==> src/rtl/rt_timer_pkg.sv <==
// Shared register-map offsets and control-bit positions for the rt_timer slice.
package rt_timer_pkg;

    localparam int CTRL_OFS  = 0;
    localparam int COUNT_OFS = 1;
    localparam int EN_BIT    = 0;
    localparam int CLR_BIT   = 1;

    function automatic int count_bytes(input int width);
        return (width + 7) / 8;
    endfunction

endpackage

==> src/rtl/rt_timer_core.sv <==
// Counter, enable, clear priority and tap falling-edge pulse generation.
module rt_timer_core
    import rt_timer_pkg::*;
#(
    parameter int                  WIDTH = 8,
    parameter int                  NTAPS = 4,
    parameter logic [NTAPS*8-1:0]  TAPS  = {8'd7, 8'd6, 8'd4, 8'd2}
) (
    input  logic             rt_clk,
    input  logic             reset,
    input  logic             tick,
    input  logic             ctrl_write,
    input  logic             ctrl_en,
    input  logic             ctrl_clr,
    output logic [WIDTH-1:0] timer,
    output logic             en,
    output logic [NTAPS-1:0] irq,
    output logic             ovf
);

    logic [WIDTH-1:0] timer_inc;
    logic [WIDTH-1:0] fall;
    logic [NTAPS-1:0] tap_fall;
    logic             clr;
    logic             inc;

    assign timer_inc = timer + WIDTH'(1);
    assign fall      = timer & ~timer_inc;
    assign clr       = ctrl_write & ctrl_clr;
    // Clear wins over a coincident tick; en here is the value before any write this cycle.
    assign inc       = tick & en & ~clr;

    for (genvar i = 0; i < NTAPS; i++) begin : g_tap
        localparam int TAP_BIT = int'(TAPS[8*i +: 8]);
        assign tap_fall[i] = fall[TAP_BIT];
    end

    always_ff @(posedge rt_clk) begin
        if (reset) begin
            timer <= '0;
            en    <= 1'b0;
            irq   <= '0;
            ovf   <= 1'b0;
        end else begin
            if (clr) begin
                timer <= '0;
            end else if (inc) begin
                timer <= timer_inc;
            end
            irq <= inc ? tap_fall : '0;
            ovf <= inc & (timer_inc == '0);
            if (ctrl_write) begin
                en <= ctrl_en;
            end
        end
    end

endmodule

==> src/rtl/rt_timer.sv <==
// Bus-mapped free-running timer: address decode, count-byte shadow and registered read path.
module rt_timer
    import rt_timer_pkg::*;
#(
    parameter int                  WIDTH     = 8,
    parameter logic [23:0]         BASE_ADDR = 24'h002040,
    parameter int                  NTAPS     = 4,
    parameter logic [NTAPS*8-1:0]  TAPS      = {8'd7, 8'd6, 8'd4, 8'd2}
) (
    input  logic             rt_clk,
    input  logic             reset,
    input  logic             tick,
    input  logic             bus_write,
    input  logic             bus_read,
    input  logic [23:0]      bus_address_in,
    input  logic [7:0]       bus_data_in,
    output logic [7:0]       bus_data_out,
    output logic             bus_data_valid,
    output logic [WIDTH-1:0] timer,
    output logic [NTAPS-1:0] irq,
    output logic             ovf
);

    localparam int NB = count_bytes(WIDTH);

    logic [23:0] offset;
    logic        hit_ctrl;
    logic        hit_count;
    logic [1:0]  byte_sel;
    logic [31:0] timer_wide;
    logic [31:0] shadow;
    logic [7:0]  read_data;
    logic        en;
    logic        unused_data;

    assign offset     = bus_address_in - BASE_ADDR;
    assign hit_ctrl   = (offset == 24'(CTRL_OFS));
    assign hit_count  = (offset >= 24'(COUNT_OFS)) && (offset < 24'(COUNT_OFS + NB));
    assign byte_sel   = 2'(offset - 24'(COUNT_OFS));
    assign timer_wide = 32'(timer);
    assign unused_data = ^bus_data_in[7:2];

    rt_timer_core #(
        .WIDTH (WIDTH),
        .NTAPS (NTAPS),
        .TAPS  (TAPS)
    ) u_core (
        .rt_clk     (rt_clk),
        .reset      (reset),
        .tick       (tick),
        .ctrl_write (bus_write & hit_ctrl),
        .ctrl_en    (bus_data_in[EN_BIT]),
        .ctrl_clr   (bus_data_in[CLR_BIT]),
        .timer      (timer),
        .en         (en),
        .irq        (irq),
        .ovf        (ovf)
    );

    // Byte 0 is read live; upper bytes come from the shadow taken at the last byte-0 read.
    always_comb begin
        read_data = '0;
        if (hit_ctrl) begin
            read_data[EN_BIT] = en;
        end else if (byte_sel == 2'd0) begin
            read_data = timer_wide[7:0];
        end else begin
            read_data = shadow[8*byte_sel +: 8];
        end
    end

    always_ff @(posedge rt_clk) begin
        if (reset) begin
            bus_data_out   <= '0;
            bus_data_valid <= 1'b0;
            shadow         <= '0;
        end else begin
            bus_data_valid <= bus_read & (hit_ctrl | hit_count);
            bus_data_out   <= (bus_read && (hit_ctrl || hit_count)) ? read_data : 8'h00;
            if (bus_read && hit_count && byte_sel == 2'd0) begin
                shadow <= timer_wide;
            end
        end
    end

endmodule
==> config.mk <==
export PLATFORM = sky130hd
export DESIGN_NAME = rt_timer
export DESIGN_NICKNAME = d
export VERILOG_FILES = /design/src/rtl/rt_timer_pkg.sv /design/src/rtl/rt_timer_core.sv /design/src/rtl/rt_timer.sv
export SDC_FILE = /design/constraint.sdc
export NUM_CORES = 1
export LEC_CHECK = 0
export ABC_AREA = 0
export BUFFER_PORTS_ARGS = -buffer_cell sky130_fd_sc_hd__buf_2
export CAP_MARGIN = 15
export CORE_AREA = 3 3 70 72
export CTS_CLUSTER_SIZE = 40
export DETAILED_ROUTE_END_ITERATION = 10
export DIE_AREA = 0 0 73 75
export PLACE_DENSITY = 0.69
export SYNTH_ARGS = -nofsm -noshare
export SYNTH_HDL_FRONTEND = slang
export SYNTH_SLANG_ARGS = --single-unit
==> constraint.sdc <==
create_clock -name rt_clk -period 2.7 [get_ports rt_clk]
set_input_delay 0.27 -clock rt_clk [delete_from_list [all_inputs] [get_ports rt_clk]]
set_output_delay 0.27 -clock rt_clk [all_outputs]
set_load 0.1 [all_outputs]
==> run summary <==
## Drt
- 0 — count of nets left with antenna violations after detail routing
- 72 — violation count after the first detailed-route iteration
- 4 — first-pass detailed-route iteration total
- 3440 um — wire length after detailed routing
- 12.5 um — routed wirelength normalized by instance count
- 1392 — via count
- 5.06 — Vias per Instance
- 0 — DRC violation count after routing

## Outcome
- finished clean — run status

## Setup path
- 5 — biggest fanout along the worst timing path
- sky130_fd_sc_hd__or4_1 — Slowest-stage cell, CP
- 2880 ps — required time of the critical path
- 740 ps — register-to-register path setup slack
- input port — critical path launch point type
- buf_2 -> or4_1 -> or4_1 -> nor3_4 -> nand4_1 -> or4b_4 -> and2_4 -> o221a_2 — chain of cells forming the critical path
- flip-flop — critical path capture point type
- 1 — Bufs and invs on worst path
- simple AND/OR/NAND/NOR gates — CP top delay family
- 2550 ps — CP Data Arrival Time
- 530 ps — critical path's largest stage delay
- in2reg — Worst Path Class, Setup
- sky130_fd_sc_hd__or4_1 — most frequent cell on the critical path

## CTS
- 0 — Hold-fix buffers, CTS
- 60 ps — post-CTS clock slew at the launch and capture registers of the worst setup and hold paths
- yes — clock tree from TritonCTS
- 0 — post-CTS setup buffer count
- 2 — maximum clock path buffer count
- 5 — total CTS buffers
- 31 — total number of clock tree sinks
- sky130_fd_sc_hd__clkbuf_8 — clock root buffer master
- 2 — H-tree depth reported by CTS
- 290 ps — clock latency on the worst-skew pair
- 0 — Post-CTS Resized

## Yosys
- 5.76% — area share of fa/ha/maj cells after synthesis
- 29.0% — simple-gate share of the synthesized area
- simple AND/OR/NAND/NOR gates — main combinational cell family by area after synthesis
- 0% — share of synthesized flip-flops with an asynchronous set or reset
- 5.92% — multiplexer fraction of the synthesized cell area
- 13.3% — Compound-Gate Fraction of Synth Area
- 40.8% — Synth top area share
- 38 — number of distinct standard cells referenced by the synthesized netlist
- 1520 um2 — cell area after synthesis
- 40.8% — sequential share of the synthesized area
- sky130_fd_sc_hd__dfxtp_1 — most common cell in the netlist
- 9.11 um2 — Avg Synthesized Cell Area
- 0 — count of flip-flops with a built-in enable after synthesis
- sky130_fd_sc_hd__dfxtp_1, sky130_fd_sc_hd__nor2_1, sky130_fd_sc_hd__a21oi_1 — most used standard cells in the synthesized netlist
- sky130_fd_sc_hd__dfxtp_1 — dominant register cell in the synthesized netlist
- sky130_fd_sc_hd__dfxtp_1, sky130_fd_sc_hd__mux2i_1, sky130_fd_sc_hd__ha_1, sky130_fd_sc_hd__nor2_1, sky130_fd_sc_hd__nor3b_1 — cell types occupying the most area after synthesis
- sky130_fd_sc_hd__dfxtp_1 — post-synth top area cell
- 1.15% — xor/xnor share of the synthesized area
- 167 — post-synthesis instance total
- 0 — count of synthesis-stage warnings from yosys
- 211 — synthesized net count
- 31 — flop and latch count out of synthesis

## Placement
- 2640 um — DP HPWL
- 0.792 — global placement routability congestion
- 52 — quantity of I/O buffers inserted on ports

## STA
- 0 — Final Hold Vio Count
- 0 — Max Slew Vio Count
- 490 ps — actual slew at the worst max-slew pin
- 0 ps — Setup Total Neg Slack
- 0 — total setup violations reported at the end of the flow
- 2370 ps — minimum clock period
- 87.9% — post-route fraction of the period consumed by the critical path
- 6.83 ps — Layout Skew
- no — RSZ-0062 raised after global routing
- 0.421 GHz — Peak Freq
- 67.6% — normalized max-slew margin

## Pwr
- 994 uW — Final Total Pwr
- 501 nW/um2 — total power divided by cell area
- 1.03 nW — leakage component of the power
- 0.214 mV — Worst IR Drop VDD

## Die
- 34.9% — starting density of the core
- 59 — number of top-level design ports
- 24 — site row count
- 5480 um2 — DIE AREA
- 73 um — overall die width
- 75 um — Die Height
- 4350 um2 — placeable core region

## Finish
- 266 — Final Net Count
- 30.3% — layout overhead on the synthesized area
- 0 — antenna cell count
- 35.0% — layout cells sized above 1
- 425 — fillers

## GRT
- 0 — number of antenna violations at the first check in global routing
- 0 — global-route congestion overflow total
- 18 — maximum number of pins on one net before global-route repair
- 5800 um — global-route wire length before repair
- 1340 — via count of the first global-routing pass
- 13.9% — overall track demand over capacity in global routing

## Flow run
- 0 — # Max-Cap Violations

## Min path
- in2reg — worst hold path class

[per-layer routing]
metal	global-route usage (%)	up-vias	wire length, um
met4	6.15	0	41
met2	21.9	50	1560
met1	16.9	611	1540
li1	-	726	-
met3	5.07	5	287
met5	0	-	0
[kinds of logic after synthesis]
kind of cell             after synthesis
AO/OA/AOI/OAI                         28
XOR/XNOR                               2
adder cells (fa/ha/maj)                7
buffers and inverters                 15
flip-flops                            31
multiplexers                           9
AND/OR/NAND/NOR                       75
[state kept, by name, summed over array words and instances, names as in the netlist]
signal,cells
shadow,8
u_core.en,1
bus_data_valid,1
bus_data_out,8
u_core.irq,4
u_core.timer,8
u_core.ovf,1
[area by class of cell]
cell class	count	area (um2)	share of cell area, %
tap	52	65.1	3.28
clock buffer	6	82.6	4.16
multi-input combinational	121	840	42.3
inverter	4	15.0	0.757
clock inverter	2	35.0	1.77
timing repair buffer	59	325	16.4
sequential	31	621	31.3
[placed cells by master (no fill, tap or decap), types with 6 or more instances in the layout]
| cell | netlist | layout |
|---|---|---|
| sky130_fd_sc_hd__mux2i_1 | 9 | 9 |
| sky130_fd_sc_hd__ha_1 | 7 | 7 |
| sky130_fd_sc_hd__a21oi_1 | 10 | 10 |
| sky130_fd_sc_hd__nor2_1 | 23 | 23 |
| sky130_fd_sc_hd__nor3b_1 | 9 | 9 |
| sky130_fd_sc_hd__buf_2 | 1 | 52 |
| sky130_fd_sc_hd__and3_1 | 9 | 9 |
| sky130_fd_sc_hd__clkbuf_8 | 0 | 6 |
| sky130_fd_sc_hd__dfxtp_1 | 31 | 31 |
| sky130_fd_sc_hd__buf_4 | 1 | 6 |
[per-stage QoR]
| step | hold WS (ps) | std cells | util, % | instance area, um2 | worst slack [ps] |
|---|---|---|---|---|---|
| finish | 225 | 275 | 45.5 | 1980 | 326 |
| detailed placement | 480 | 267 | 42.8 | 1870 | 2.19 |
| CTS | 214 | 275 | 45.5 | 1980 | 315 |
| global route | 226 | 275 | 45.5 | 1980 | 243 |
| global placement | 467 | 267 | 42.8 | 1870 | 20.4 |
| floorplan | 414 | 167 | - | 1520 | 154 |
[power breakdown]
group / internal, mW / total [mW] / switching (mW)
clock: 0.298 / 0.478 / 0.180
combinational: 0.0271 / 0.0591 / 0.0320
sequential: 0.457 / 0.457 / 0.00000000357
[worst reg2reg max path, stage by stage, from the launching register on]
cell                      delay (ps)
sky130_fd_sc_hd__dfxtp_1         380
sky130_fd_sc_hd__ha_1            260
sky130_fd_sc_hd__and3_1          210
sky130_fd_sc_hd__and3_1          180
sky130_fd_sc_hd__ha_1            280
sky130_fd_sc_hd__nor4_1          240
sky130_fd_sc_hd__nand2_1          80
sky130_fd_sc_hd__nor4_1          230
[final timing paths]
path / startpoint / endpoint / cells past startpoint
min reg2reg: shadow[0]$_SDFFE_PP0P_ / shadow[0]$_SDFFE_PP0P_ / 2
max: bus_address_in[19] / u_core.timer[1]$_SDFFE_PP0P_ / 8
min: bus_data_in[0] / u_core.en$_SDFFE_PP0N_ / 3
max reg2reg: u_core.timer[0]$_SDFFE_PP0P_ / u_core.ovf$_SDFF_PP0_ / 7
No activity file was read; power rests on OpenSTA's default activity.
